[src/rtl/cube_pkg.sv]
// Shared constants, pin-field layout and scan state encoding for the LED cube scanner.
package cube_pkg;

  localparam int N_LAYERS      = 4;
  localparam int N_COLS        = 16;
  localparam int CELL_W        = 64;
  localparam int PIN_W         = 21;
  localparam int LAYER_W       = 2;

  localparam int PIN_COL_LSB   = 0;
  localparam int PIN_LAYER_LSB = 16;
  localparam int PIN_SYNC      = 20;

  typedef enum logic [1:0] {
    ST_IDLE  = 2'd0,
    ST_BLANK = 2'd1,
    ST_DRIVE = 2'd2
  } scan_state_e;

  // Counter width able to hold 0 .. max(a,b)-1.
  function automatic int cnt_width(input int a, input int b);
    int m;
    m = (a > b) ? a : b;
    return (m > 1) ? $clog2(m) : 1;
  endfunction

endpackage

[src/rtl/cube_frame_buffer.sv]
// Shadow/active double buffer with a single-entry Load handshake.
module cube_frame_buffer
  import cube_pkg::*;
(
  input  logic              clk,
  input  logic              rst_n,
  input  logic [CELL_W-1:0] i_cells,
  input  logic              i_load,
  input  logic              i_swap,
  output logic              o_load_ack,
  output logic [CELL_W-1:0] o_active
);

  logic [CELL_W-1:0] r_shadow;
  logic [CELL_W-1:0] r_active;
  logic              r_pending;
  logic              r_load_ack;
  logic              w_accept;
  logic              w_do_swap;

  // Both decisions use the pre-edge pending flag, so a load colliding with a swap is refused.
  assign w_accept  = i_load & ~r_pending;
  assign w_do_swap = i_swap &  r_pending;

  always_ff @(posedge clk or negedge rst_n) begin
    if (!rst_n) begin
      r_shadow   <= '0;
      r_active   <= '0;
      r_pending  <= 1'b0;
      r_load_ack <= 1'b0;
    end else begin
      r_load_ack <= w_accept;
      if (w_do_swap) r_active <= r_shadow;
      if (w_accept)  r_shadow <= i_cells;
      if (w_accept)       r_pending <= 1'b1;
      else if (w_do_swap) r_pending <= 1'b0;
    end
  end

  assign o_load_ack = r_load_ack;
  assign o_active   = r_active;

endmodule

[src/rtl/cube_scan_ctrl.sv]
// 4x4x4 cube scan sequencer: blank/drive per layer, frame-boundary buffer swap, registered pins.
module cube_scan_ctrl
  import cube_pkg::*;
#(
  parameter int unsigned DWELL_CYCLES = 1000,
  parameter int unsigned BLANK_CYCLES = 16
) (
  input  logic              clk,
  input  logic              rst_n,
  input  logic [CELL_W-1:0] i_cells,
  input  logic              i_load,
  output logic              o_load_ack,
  input  logic              i_enable,
  output logic [PIN_W-1:0]  o_pins,
  output logic              o_frame_done
);

  localparam int CNT_W = cnt_width(int'(DWELL_CYCLES), int'(BLANK_CYCLES));
  localparam logic [CNT_W-1:0]   DWELL_LAST = CNT_W'(DWELL_CYCLES - 1);
  localparam logic [CNT_W-1:0]   BLANK_LAST = CNT_W'(BLANK_CYCLES - 1);
  localparam logic [LAYER_W-1:0] LAYER_LAST = LAYER_W'(N_LAYERS - 1);

  scan_state_e        r_state, w_state_next;
  logic [LAYER_W-1:0] r_layer, w_layer_next;
  logic [CNT_W-1:0]   r_cnt, w_cnt_next;
  logic [PIN_W-1:0]   r_pins, w_pins_next;
  logic               r_frame_done;
  logic               w_frame_end;
  logic               w_swap;
  logic [CELL_W-1:0]  w_active;

  cube_frame_buffer u_frame_buffer (
    .clk        (clk),
    .rst_n      (rst_n),
    .i_cells    (i_cells),
    .i_load     (i_load),
    .i_swap     (w_swap),
    .o_load_ack (o_load_ack),
    .o_active   (w_active)
  );

  always_ff @(posedge clk or negedge rst_n) begin
    if (!rst_n) begin
      r_state      <= ST_IDLE;
      r_layer      <= '0;
      r_cnt        <= '0;
      r_pins       <= '0;
      r_frame_done <= 1'b0;
    end else begin
      r_state      <= w_state_next;
      r_layer      <= w_layer_next;
      r_cnt        <= w_cnt_next;
      r_pins       <= w_pins_next;
      r_frame_done <= w_frame_end;
    end
  end

  always_comb begin
    w_state_next = r_state;
    w_layer_next = r_layer;
    w_cnt_next   = r_cnt;
    w_swap       = 1'b0;
    w_frame_end  = 1'b0;
    unique case (r_state)
      ST_IDLE: begin
        if (i_enable) begin
          w_state_next = ST_BLANK;
          w_layer_next = '0;
          w_cnt_next   = '0;
          w_swap       = 1'b1;
        end
      end
      ST_BLANK: begin
        if (r_cnt == BLANK_LAST) begin
          w_state_next = ST_DRIVE;
          w_cnt_next   = '0;
        end else begin
          w_cnt_next   = r_cnt + 1'b1;
        end
      end
      ST_DRIVE: begin
        if (r_cnt == DWELL_LAST) begin
          w_cnt_next = '0;
          if (r_layer == LAYER_LAST) begin
            w_frame_end  = 1'b1;
            w_layer_next = '0;
            w_state_next = i_enable ? ST_BLANK : ST_IDLE;
            w_swap       = i_enable;
          end else begin
            w_layer_next = r_layer + 1'b1;
            w_state_next = ST_BLANK;
          end
        end else begin
          w_cnt_next = r_cnt + 1'b1;
        end
      end
      default: begin
        w_state_next = ST_IDLE;
        w_layer_next = '0;
        w_cnt_next   = '0;
      end
    endcase
  end

  // Pins are precomputed from the next state; a swap never coincides with entering DRIVE,
  // so the current active buffer is already the one to display.
  always_comb begin
    w_pins_next = '0;
    if (w_state_next == ST_DRIVE) begin
      w_pins_next[PIN_COL_LSB +: N_COLS]     = w_active[w_layer_next * N_COLS +: N_COLS];
      w_pins_next[PIN_LAYER_LSB +: N_LAYERS] = {{(N_LAYERS-1){1'b0}}, 1'b1} << w_layer_next;
      w_pins_next[PIN_SYNC]                  = (w_layer_next == '0);
    end
  end

  assign o_pins       = r_pins;
  assign o_frame_done = r_frame_done;

endmodule

[config.mk]
export PLATFORM = sky130hd
export DESIGN_NAME = cube_scan_ctrl
export DESIGN_NICKNAME = d
export VERILOG_FILES = /design/src/rtl/cube_pkg.sv /design/src/rtl/cube_frame_buffer.sv /design/src/rtl/cube_scan_ctrl.sv
export SDC_FILE = /design/constraint.sdc
export NUM_CORES = 1
export LEC_CHECK = 0
export CELL_PAD_IN_SITES_DETAIL_PLACEMENT = 2
export CELL_PAD_IN_SITES_GLOBAL_PLACEMENT = 2
export CORE_MARGIN = 1.5
export CORE_UTILIZATION = 39
export DETAILED_ROUTE_END_ITERATION = 8
export GPL_TIMING_DRIVEN = 0
export PLACE_DENSITY_LB_ADDON = 0.15
export RECOVER_POWER = 100
export SLEW_MARGIN = 40
export SYNTH_ARGS = -nofsm -noshare
export SYNTH_HDL_FRONTEND = slang
export SYNTH_SLANG_ARGS = --single-unit
export TNS_END_PERCENT = 30
[constraint.sdc]
create_clock -name clk -period 3.2 [get_ports clk]
set_input_delay 0.32 -clock clk [delete_from_list [all_inputs] [get_ports clk]]
set_output_delay 0.32 -clock clk [all_outputs]
set_load 0.02 [all_outputs]
# ---- After elaboration in Yosys (flattened, before gate mapping)
# Cells that the tools add are included.
dict set report word_totals {
  register_bits 166
  input_bits 68
  output_inout_bits 23
  wordCells 50
}
dict set report op_classes {
  addsub 2
  n_eq_ne 7
  shift 2
  n_mux 24
  bitwise_logic 3
  reduce_logical 3
}
# op n
set ops {}
lappend ops {{64-bit by 7-bit indexed part select with 16-bit output} 1}
lappend ops {{10-bit 2-to-1 mux} 3}
lappend ops {{10-bit case mux with 3 select lines} 1}
lappend ops {{21-bit 2-to-1 mux} 1}
lappend ops {{2-bit 2-to-1 mux} 6}
lappend ops {{2-bit case mux with 3 select lines} 2}
lappend ops {{10-bit by 1-bit adder with 10-bit output (second input constant)} 1}
lappend ops {{10-bit == test (second input constant)} 1}
lappend ops {{10-bit by 4-bit == test with 1-bit output (second input constant)} 1}
lappend ops {{1-bit 2-to-1 mux} 10}
lappend ops {{2-bit == test (second input constant)} 3}
lappend ops {{2-bit logical NOT} 2}
lappend ops {{1-bit by 2-bit left shift with 4-bit output (first input constant)} 1}
lappend ops {{2-bit by 1-bit adder with 2-bit output (second input constant)} 1}
lappend ops {{1-bit AND} 2}
lappend ops {{2-bit by 1-bit == test with 1-bit output (second input constant)} 1}
lappend ops {{2-bit inequality test (second input constant)} 1}
lappend ops {{1-bit case mux with 2 select lines} 1}
lappend ops {{2-bit nonzero test} 1}
lappend ops {{1-bit inverter} 1}

# ---- Logic depth before layout (Yosys ltp)
# Gate-level depths: netlist of run 1.
dict set report logic_depth {
  depth_word 7
  ltp_mapped 10
  ltp_nobuf 9
}

# ---- Cells and area by module
# Synthesis of run 1 repeated with hierarchy kept, for this count alone.
dict set report hier_totals {
  cells_unflattened 471
  hier_area_um2 6977.9
}
# mod n_inst cells_each area_per_inst_um2 seq_area_each_um2
set by_module_without_submodules {}
lappend by_module_without_submodules {cube_frame_buffer 1 275 4870.9 3253.1}
lappend by_module_without_submodules {cube_scan_ctrl 1 196 2107.0 875.8}

# ---- Worst setup path before layout of run 1
# No wires, ideal clock.
dict set report synth_path {
  path_type {reg2reg}
  start {register r_state[0]}
  end {register r_pins[15] (netlist: o_pins[15])}
  setup_ns 0.094
  arrival_ns 2.109
  required_time_ns 3.106
  path_slack_ns 0.998
  path_stages_with_launch 11
  path_buffers 1
  synth_period_minus_slack_ns 2.202
  cell_sequence {dfrtp_1 -> inv_1 -> ha_1 -> and2b_1 -> nor2_1 -> a21boi_1 -> o21ai_4 -> inv_6 -> buf_4 -> mux2i_1 -> a221oi_2}
}
dict set report synth_via {
  elab_chain_len 4
  elab_cells_between_ends 11
  classes_between {eq/ne (3); shift (1); mux (6); reduce/logical (1)}
}
# item line_no
set synth_lines {}
lappend synth_lines {{start, declared} cube_scan_ctrl.sv:23} ;# scan_state_e r_state, w_state_next;
lappend synth_lines {{start signal, assigned} cube_scan_ctrl.sv:50} ;# r_state <= w_state_next;
lappend synth_lines {{2-bit == test (tied with other cells)} cube_scan_ctrl.sv:64} ;# unique case (r_state)
lappend synth_lines {{2-bit case mux with 3 select lines} cube_scan_ctrl.sv:64}
lappend synth_lines {{64-bit by 7-bit indexed part select with 16-bit output / 2-bit == test (equally long branches)} {cube_scan_ctrl.sv:110, cube_scan_ctrl.sv:109}}
lappend synth_lines {{21-bit 2-to-1 mux *} cube_scan_ctrl.sv:109} ;# if (w_state_next == ST_DRIVE) begin
lappend synth_lines {{net w_pins_next[15]} cube_scan_ctrl.sv:26} ;# logic [PIN_W-1:0] r_pins, w_pins_next;
lappend synth_lines {{end signal, assigned} cube_scan_ctrl.sv:53} ;# r_pins <= w_pins_next;
lappend synth_lines {{end, declared} cube_scan_ctrl.sv:26}
# The timed path passes the listed nets; every way through them passes the cells marked *.
# A chain may end at the register's enable or synchronous reset.

# ---- Worst setup path in the final report of run 1
dict set report layout_path {
  start {register r_state[0]}
  end {register r_pins[6] (netlist: o_pins[6])}
}
# The elaborated chain is that of the path after synthesis.

==> key figures, run 1 <==
Clock tree
  – Worst-Skew Late Latency: 0.44 ns
  – # clock sinks: 165
  – Total CTS buffers: 17
  – Post-CTS setup buffer count: 0
  – TritonCTS clock tree: built
  – Reg clk slew, reported paths: 0.07 ns
  – CTS H-tree lvls: 4
  – Root Buffer: clkbuf_16
  – Max Root-Sink Buffers: 2

STA
  – Worst Skew: 0.007696 ns
  – Max Clk Rate: 335.3 MHz
  – Final setup fails: 0
  – RSZ-0062 raised after global routing: false
  – Rel. slew slack: -0.4418
  – Final Hold Vio Count: 0
  – Final worst setup slack: 0.2180 ns
  – Period Utilization, post-route: 0.9319
  – Least-Margin Pin Slew: 2.163 ns
  – Final min period: 2.982 ns
  – Final Max Slew Viols: 38

Setup path
  – Worst EP required: 3.53 ns
  – Slowest stage delay, CP: 0.46 ns
  – Setup CP Type: reg2reg
  – CP arrival: 3.31 ns
  – Slowest cell on the critical path: dfrtp_1
  – Crit path buffers/inverters: 3
  – Worst path cell trace: inv_1, ha_1, and2b_1, nor2_1, a21boi_0, o21ai_4, inv_6, buf_6, mux2i_1, a221oi_2
  – Top delay family on crit path: compound AO/OA/AOI/OAI gates
  – CP max FO: 10
  – Setup crit start kind: flop
  – Crit end category: flop

Floorplan
  – DIE AREA: 0.01900 mm2
  – Die X: 137.9 um
  – I/O pins: 91
  – Initial Util: 0.3961
  – Chip Height: 137.9 um
  – Core area: 0.01790 mm2
  – Floorplan row count: 49

Place
  – PortBufs: 90
  – DP Area: 0.008339 mm2
  – Hpwl dp: 12.43 mm
  – Final Wtd Congestion: 0.7484
  – Dpl ws: 0.2045 ns

Drt
  – Via count: 4260
  – Iter 0 DRT Violations: 172
  – Vias per cell: 5.170
  – DRC violations left: 0
  – DRT Pass-1 Iters: 4
  – Final ANT Viol Nets: 0
  – DR WL/cell: 21.26 um
  – Final wirelength: 17.52 mm

Final layout
  – Area grow syn2layout: 22.60%
  – Multi-input gate area: 0.002550 mm2
  – Register area: 0.004129 mm2
  – Fin area: 0.008695 mm2
  – Antenna diodes: 0
  – Nets: 656
  – Share of cells above drive strength 1: 0.2622
  – Post-layout util: 0.4857
  – Filler cells: 1720

Yosys
  – EDFF count, synth: 0
  – Top post-synthesis cells by area: dfrtp_1 58%, mux2_2 13%, mux2_4 10%, a221oi_2 3.4%, mux2i_1 2.4%
  – Synth warn: 0
  – Yosys top cell area share: 0.5822
  – Cell count after synthesis: 470
  – Post-Syn Area: 0.007092 mm2
  – Mapped Avg Cell Area: 15.09 um2
  – Syn Nets: 544
  – Post-synth cell types: 45
  – Top FF cell, synth: dfrtp_1
  – Synth Register Bits: 165
  – Ys async rst share: 1.000
  – Top cells by count, synth: 165 x dfrtp_1, 79 x mux2_2, 49 x mux2_4, 23 x nand2_1, 20 x a21oi_1
  – Post-synthesis sequential area ratio: 0.5822
  – Largest area contributor in the netlist: dfrtp_1
  – Most common cell in the netlist: dfrtp_1

Global routing
  – Met1 Use GR: 0.2468
  – GRT met3 Usage: 0.04203
  – Number of antenna violations at the first check in global routing: 0
  – Remaining Overflow, GRT: 0
  – Busiest metal layer after global routing: met2
  – M2 GR Usage: 0.3593
  – All-Layer GR Usage: 0.2015
  – Largest net degree at the start of global routing: 77
  – First-pass GRT wire length: 27.77 mm
  – Vias in the first global route: 4830

Run
  – MaxCap Viol Count: 1

Run status
  – Status: finished, violations left
  – Failing checks: capacitance limit, slew limit

Pwr
  – Peak supply drop: 0.4738 mV
  – Leak pwr: 3.983 nW
  – Power per cell area: 518.7 mW/mm2

Hold path
  – Tightest Hold Check Type: in2reg
[state kept, by name, summed over array words and instances, names as in the netlist]
| name | flops |
|---|---|
| u_frame_buffer.o_active | 64 |
| u_frame_buffer.r_shadow | 64 |
| o_pins | 20 |
| r_cnt | 10 |
| r_layer | 2 |
| r_state | 2 |
| o_frame_done | 1 |
| u_frame_buffer.o_load_ack | 1 |
| u_frame_buffer.r_pending | 1 |
[cells in the final DEF, fill, tap and decap left out, types with 13 or more instances in the layout]
cell / count
a221oi_2: 13
clkbuf_16: 17
mux2_2: 79
mux2_1: 44
mux2i_1: 17
nand2_1: 23
a21oi_1: 20
dfrtp_1: 165
clkdlybuf4s50_1: 65
dlygate4sd3_1: 25
[timing repair]
action,in CTS,in global routing
setup endpoints to repair,0,0
hold endpoints to repair,36,0
resized for setup,0,0
hold buffers,1,0
[cell families after synthesis]
logic type,count (synthesis),synth area share
flip-flops,165,0.5822
adder cells (fa/ha/maj),6,0.01059
buffers and inverters,31,0.02982
XOR/XNOR,5,0.006176
AND/OR/NAND/NOR,63,0.04782
AO/OA/AOI/OAI,55,0.07022
multiplexers,145,0.2532
[metal layers]
layer	vias to the layer above	part of all wire
met5	-	0
met4	0	0.011
met3	14	0.032
met2	76	0.54
met1	2258	0.42
li1	1912	-
[power breakdown]
| group | leakage [nW] | internal [mW] | switching (mW) |
|---|---|---|---|
| combinational | 1.54 | 0.144 | 0.0802 |
| clock | 0.292 | 1.11 | 0.947 |
| sequential | 2.15 | 2.18 | 0.0499 |
[final cells by class]
type / instances / area share
Sequential cell: 165 / 0.4749
Buffer: 25 / 0.02000
Inverter: 6 / 0.003166
Tap cell: 229 / 0.03295
Timing Repair Buffer: 93 / 0.1085
Clock inverter: 15 / 0.01828
Clock buffer: 17 / 0.04893
Multi-Input combinational cell: 274 / 0.2933
[per-stage QoR]
step	cells	hold WS (ns)	power (mW)	TNS, ns
2_1_floorplan	470	0.02441	2.336	0
3_3_place_gp	789	0.4865	2.485	-805.57
3_5_place_dp	791	0.2226	2.511	0
4_1_cts	824	0.3446	4.587	0
5_1_grt	824	0.4805	4.668	0
6_report	824	0.4895	4.510	0
[path summary, 6_finish.rpt]
check                                       startpoint                     endpoint  slack, ns  depth (start not counted)
setup / recovery                            r_state[0]                    o_pins[6]       0.22                         10
setup reg to reg                            r_state[0]                    o_pins[6]       0.22                         10
max in group asynchronous                        rst_n  u_frame_buffer.r_shadow[63]       0.56                          3
hold / removal                              i_cells[4]   u_frame_buffer.r_shadow[4]       0.49                          2
hold reg to reg            u_frame_buffer.r_shadow[28]  u_frame_buffer.o_active[28]       0.49                          1
min in group asynchronous                        rst_n                     r_cnt[9]       1.06                          2
Power figures use the tool's default switching activity.
==> inputs of run 2 (changes only) <==
- CORE_ASPECT_RATIO: unset -> 0.7
==> key figures, run 2 (same netlist as run 1, synthesis figures left out) <==
Run status
  – Status: finished, violations left
  – Failing checks: capacitance limit, slew limit

Setup path
  – Worst EP required: 3.49 ns
  – Top delay family on crit path: compound AO/OA/AOI/OAI gates
  – Slowest stage delay, CP: 0.43 ns
  – Worst path cell trace: inv_1, ha_1, and2b_1, nor2_1, a21boi_1, o21ai_4, inv_6, buf_6, mux2i_1, a221oi_1
  – Reg-to-Reg Start: r_state[1]
  – Setup crit start kind: flop
  – Slowest cell on the critical path: dfrtp_1
  – R2r worst-path depth: 10
  – R2r endpoint: o_pins[6]
  – CP arrival: 3.18 ns
  – CP max FO: 10
  – Setup CP Type: reg2reg
  – Crit path buffers/inverters: 3
  – Crit end category: flop
  – Reg-to-reg slack, setup: 0.31 ns

Drt
  – Vias per cell: 5.084
  – Final wirelength: 17.23 mm
  – Metal-1 WL: 8.316 mm
  – Iter 0 DRT Violations: 103
  – DRT Pass-1 Iters: 4
  – Final ANT Viol Nets: 0
  – DR WL/cell: 20.71 um
  – Metal3 WL: 600 um
  – DRC violations left: 0
  – Met2 routed WL: 8.109 mm
  – Via count: 4230
  – Top layer in use: met4

Pwr
  – Leak pwr: 3.947 nW
  – Peak supply drop: 0.2293 mV
  – Comb power frac: 0.053
  – Sequential share of power: 0.515
  – Switching share of power: 0.2243
  – Clk pwr share: 0.432
  – Power per cell area: 504.1 mW/mm2
  – Switching power: 0.9699 mW
  – Int Power: 3.355 mW

Global routing
  – Number of antenna violations at the first check in global routing: 0
  – All-Layer GR Usage: 0.1992
  – Remaining Overflow, GRT: 0
  – Vias in the first global route: 4768
  – Largest net degree at the start of global routing: 76
  – First-pass GRT wire length: 27.60 mm

Final layout
  – Nets: 657
  – Antenna diodes: 0
  – Final Instance Count excl. Fillers: 832
  – Register area: 0.004129 mm2
  – Commonest cells after routing, fill and taps aside: 165 x dfrtp_1, 79 x mux2_2, 66 x clkdlybuf4s50_1
  – Share of cells above drive strength 1: 0.2466
  – Multi-input gate area: 0.002505 mm2
  – Filler cells: 1728
  – Area grow syn2layout: 20.98%
  – Commonest non-fill, non-tap cell in the layout: dfrtp_1

Clock tree
  – TritonCTS clock tree: built
  – Max Root-Sink Buffers: 2
  – Worst-Skew Late Latency: 0.42 ns
  – Root Buffer: clkbuf_16
  – # clock sinks: 165
  – CTS H-tree lvls: 4
  – Post-CTS sizing: 0
  – Reg clk slew, reported paths: 0.06 ns
  – Total CTS buffers: 17

STA
  – Final min period: 2.891 ns
  – Final Hold Vio Count: 0
  – Period Utilization, post-route: 0.9034
  – Worst Skew: 0.008550 ns
  – Least-Margin Pin Slew: 2.247 ns
  – Rel. slew slack: -0.4982
  – Max Clk Rate: 345.9 MHz
  – Final setup fails: 0
  – RSZ-0062 raised after global routing: false
  – Setup_tns: 0 ns
  – Final worst setup slack: 0.3090 ns
  – Final Max Slew Viols: 39

Floorplan
  – Chip Height: 115.8 um
  – Initial Util: 0.3961
  – DIE AREA: 0.01901 mm2
  – I/O pins: 91
  – Die X: 164.2 um
  – Core area: 0.01790 mm2
  – Floorplan row count: 41

Place
  – PortBufs: 90
  – Final Wtd Congestion: 0.7804
  – Hpwl dp: 12.53 mm
  – Dpl ws: 0.2601 ns
  – Placed Cells: 798

Run
  – MaxCap Viol Count: 1

Hold path
  – Tightest Hold Check Type: reg2reg
  – Hold EP: u_frame_buffer.o_active[3]
  – Number of cells on the worst hold path: 1
  – Worst Min Path Start: u_frame_buffer.r_shadow[3]
## run 2: repair_timing
item	4_1_cts	5_1_grt
buffers inserted	0	0
hold endpoints to repair	37	0
hold buffers	1	0
## run 2: worst max-delay path by stage
stage,from,end,slack (ns),cells past startpoint
4_1_cts,r_state[1],o_pins[6],0.33,10
6_report,r_state[1],o_pins[6],0.31,10
3_3_place_gp,rst_n,u_frame_buffer.r_shadow[2],-4.86,1
3_5_place_dp,i_enable,o_pins[6],0.26,9
2_1_floorplan,r_state[0],o_pins[15],1.0,10
5_1_grt,r_state[1],o_pins[6],0.08,10
## run 2: through the flow
step                instance area [um2]  hold WS (ns)  utilization  power [mW]
floorplan                          7092       0.02441            -       2.336
global placement                   8288        0.4838       0.4629       2.484
detailed placement                 8348        0.2272       0.4663       2.511
CTS                                8895        0.3689       0.4968       4.395
global route                       8579        0.4909       0.4792       4.497
finish                             8579        0.4863       0.4792       4.325
## run 2: power by group through the flow
stage / clock (mW) / sequential [mW] / combinational, mW
6_report: 1.87 / 2.23 / 0.228
2_1_floorplan: 0 / 2.25 / 0.0849
3_5_place_dp: 0 / 2.27 / 0.238
4_1_cts: 1.92 / 2.23 / 0.241
3_3_place_gp: 0 / 2.27 / 0.217
5_1_grt: 2.01 / 2.24 / 0.250
## run 2: routing by layer
| layer | global-route usage | vias up |
|---|---|---|
| met4 | 0.06061 | 0 |
| met2 | 0.3148 | 76 |
| met1 | 0.2745 | 2222 |
| met3 | 0.04617 | 15 |
| met5 | 0 | - |
| li1 | - | 1917 |
## run 2: cell type report
| cell class | instances | share of cell area |
|---|---|---|
| sequential | 165 | 0.4813 |
| multi-input combinational | 274 | 0.2920 |
| timing repair buffer | 94 | 0.1104 |
| clock buffer | 20 | 0.05323 |
| tap | 236 | 0.03442 |
| buffer | 25 | 0.01619 |
| clock inverter | 12 | 0.009334 |
| inverter | 6 | 0.003208 |
## run 2: worst reg2reg max path, delay by kind of cell (launching register included)
| family | cells | cell delay, ns |
|---|---|---|
| AOI/OAI and AO/OA | 3 | 0.98 |
| and+or+nand+nor | 2 | 0.54 |
| DFF | 1 | 0.43 |
| buffers and inverters | 3 | 0.41 |
| adders and majority gates | 1 | 0.24 |
| muxes | 1 | 0.17 |
==> inputs of run 3 (changes only) <==
- CORE_UTILIZATION: 39 -> 27
==> key figures, run 3 (same netlist as run 1, synthesis figures left out) <==
Run status
  – Status: finished, violations left
  – Failing checks: capacitance limit, slew limit

Setup path
  – Top delay family on crit path: compound AO/OA/AOI/OAI gates
  – Setup CP Type: reg2reg
  – Crit path from: r_state[0]
  – Reg-to-Reg Start: r_state[0]
  – Worst EP required: 3.51 ns
  – Slowest cell on the critical path: dfrtp_1
  – Worst path cell trace: inv_1, ha_1, and2b_1, nor2_1, a21boi_0, o21ai_4, inv_6, buf_2, a21oi_1, a221oi_1
  – Slowest stage delay, CP: 0.45 ns
  – CP max FO: 10
  – CP arrival: 3.20 ns
  – Setup crit start kind: flop
  – Crit path buffers/inverters: 3
  – Crit end category: flop

Final layout
  – Fin area: 0.008857 mm2
  – Share of cells above drive strength 1: 0.2571
  – Final Instance Count excl. Fillers: 926
  – Nets: 656
  – Antenna diodes: 0
  – Post-layout util: 0.3440
  – Filler cells: 2655
  – Area grow syn2layout: 24.89%
  – Commonest non-fill, non-tap cell in the layout: dfrtp_1
  – Commonest cells after routing, fill and taps aside: 165 x dfrtp_1, 79 x mux2_2, 65 x clkdlybuf4s50_1

Floorplan
  – Core area: 0.02575 mm2
  – DIE AREA: 0.02726 mm2
  – I/O pins: 91
  – Initial Util: 0.2754
  – Floorplan row count: 49
  – Chip Height: 138.6 um
  – Die X: 196.7 um

STA
  – Period Utilization, post-route: 0.9026
  – RSZ-0062 raised after global routing: false
  – Final Hold Vio Count: 0
  – Final min period: 2.888 ns
  – Final Max Slew Viols: 42
  – Worst Skew: 0.007055 ns
  – Least-Margin Pin Slew: 2.326 ns
  – Rel. slew slack: -0.5509
  – Final setup fails: 0
  – Max Clk Rate: 346.2 MHz

Hold path
  – Worst Min Path Start: u_frame_buffer.r_shadow[24]
  – Tightest Hold Check Type: reg2reg

Global routing
  – Number of antenna violations at the first check in global routing: 0
  – Vias in the first global route: 4872
  – Largest net degree at the start of global routing: 66
  – All-Layer GR Usage: 0.1457
  – First-pass GRT wire length: 29.22 mm
  – Remaining Overflow, GRT: 0

Pwr
  – Switching power: 0.9589 mW
  – Comb power frac: 0.050
  – Sequential share of power: 0.479
  – Total power: 4.652 mW
  – Power per cell area: 525.3 mW/mm2
  – Switching share of power: 0.2061
  – Peak supply drop: 0.3326 mV
  – Clk pwr share: 0.471
  – Leak pwr: 4.007 nW
  – Int Power: 3.693 mW

Clock tree
  – Root Buffer: clkbuf_16
  – Total CTS buffers: 17
  – TritonCTS clock tree: built
  – Post-CTS setup buffer count: 0
  – CTS H-tree lvls: 4
  – Max Root-Sink Buffers: 2
  – Reg clk slew, reported paths: 0.06 ns
  – Worst-Skew Late Latency: 0.43 ns
  – # clock sinks: 165

Run
  – MaxCap Viol Count: 1

Drt
  – DRC violations left: 0
  – Via count: 4229
  – DR WL/cell: 19.89 um
  – Iter 0 DRT Violations: 104
  – Vias per cell: 4.567
  – Final wirelength: 18.42 mm
  – DRT Pass-1 Iters: 4
  – Final ANT Viol Nets: 0

Place
  – Hpwl dp: 13.57 mm
  – Final Wtd Congestion: 0.7348
  – DP Area: 0.008467 mm2
  – Placed Cells: 893
  – PortBufs: 90
-- run 3: worst paths after layout --
check | endpoint | slack [ns] | depth (start not counted)
max in group asynchronous | u_frame_buffer.r_shadow[33] | 0.55 | 2
min | u_frame_buffer.o_active[24] | 0.48 | 1
max reg2reg | o_pins[13] | 0.31 | 10
max | o_pins[13] | 0.31 | 10
min reg2reg | u_frame_buffer.o_active[24] | 0.48 | 1
min in group asynchronous | r_cnt[2] | 1.32 | 2
-- run 3: power by group through the flow --
stage                     registers [mW]  logic (mW)  clock network [mW]
after CTS                           2.23       0.242                2.27
final                               2.23       0.232                2.19
after detailed placement            2.27       0.240                   0
after floorplan                     2.25      0.0849                   0
after global placement              2.27       0.223                   0
after global routing                2.24       0.257                2.34
-- run 3: timing repair --
action                    CTS  global route
hold endpoints to repair   41             0
hold buffers                1             0
gates resized for setup     0             0
-- run 3: worst register-to-register path: stages, from the launching register on --
cell,delay (ns)
dfrtp_1,0.45
inv_1,0.13
ha_1,0.26
and2b_1,0.33
nor2_1,0.13
a21boi_0,0.38
o21ai_4,0.21
inv_6,0.16
buf_2,0.28
a21oi_1,0.13
a221oi_1,0.32
-- run 3: final cells by class --
type	count	area (um2)	share of cell area
inverter	6	27.53	0.003108
tap	331	414.1	0.04676
clock inverter	9	148.9	0.01681
clock buffer	23	478.0	0.05396
timing repair buffer	93	965.9	0.1091
buffer	25	148.9	0.01681
multi-input combinational	274	2545	0.2873
sequential	165	4129	0.4662
-- run 3: metrics by stage --
step / hold slack, ns / setup slack, ns / TNS (ns)
detailed placement: 0.2527 / 0.2394 / 0
finish: 0.4810 / 0.3116 / 0
global placement: 0.4869 / -5.177 / -851.15
floorplan: 0.02441 / 0.9977 / 0
CTS: 0.3772 / 0.3132 / 0
global route: 0.4924 / 0.09631 / 0
-- run 3: metal layers --
| layer | vias up | GRT usage | part of all wire |
|---|---|---|---|
| li1 | 1907 | - | - |
| met1 | 2224 | 0.2061 | 0.49 |
| met2 | 74 | 0.2167 | 0.45 |
| met3 | 24 | 0.03259 | 0.034 |
| met4 | 0 | 0.05705 | 0.020 |
| met5 | - | 0 | 0 |
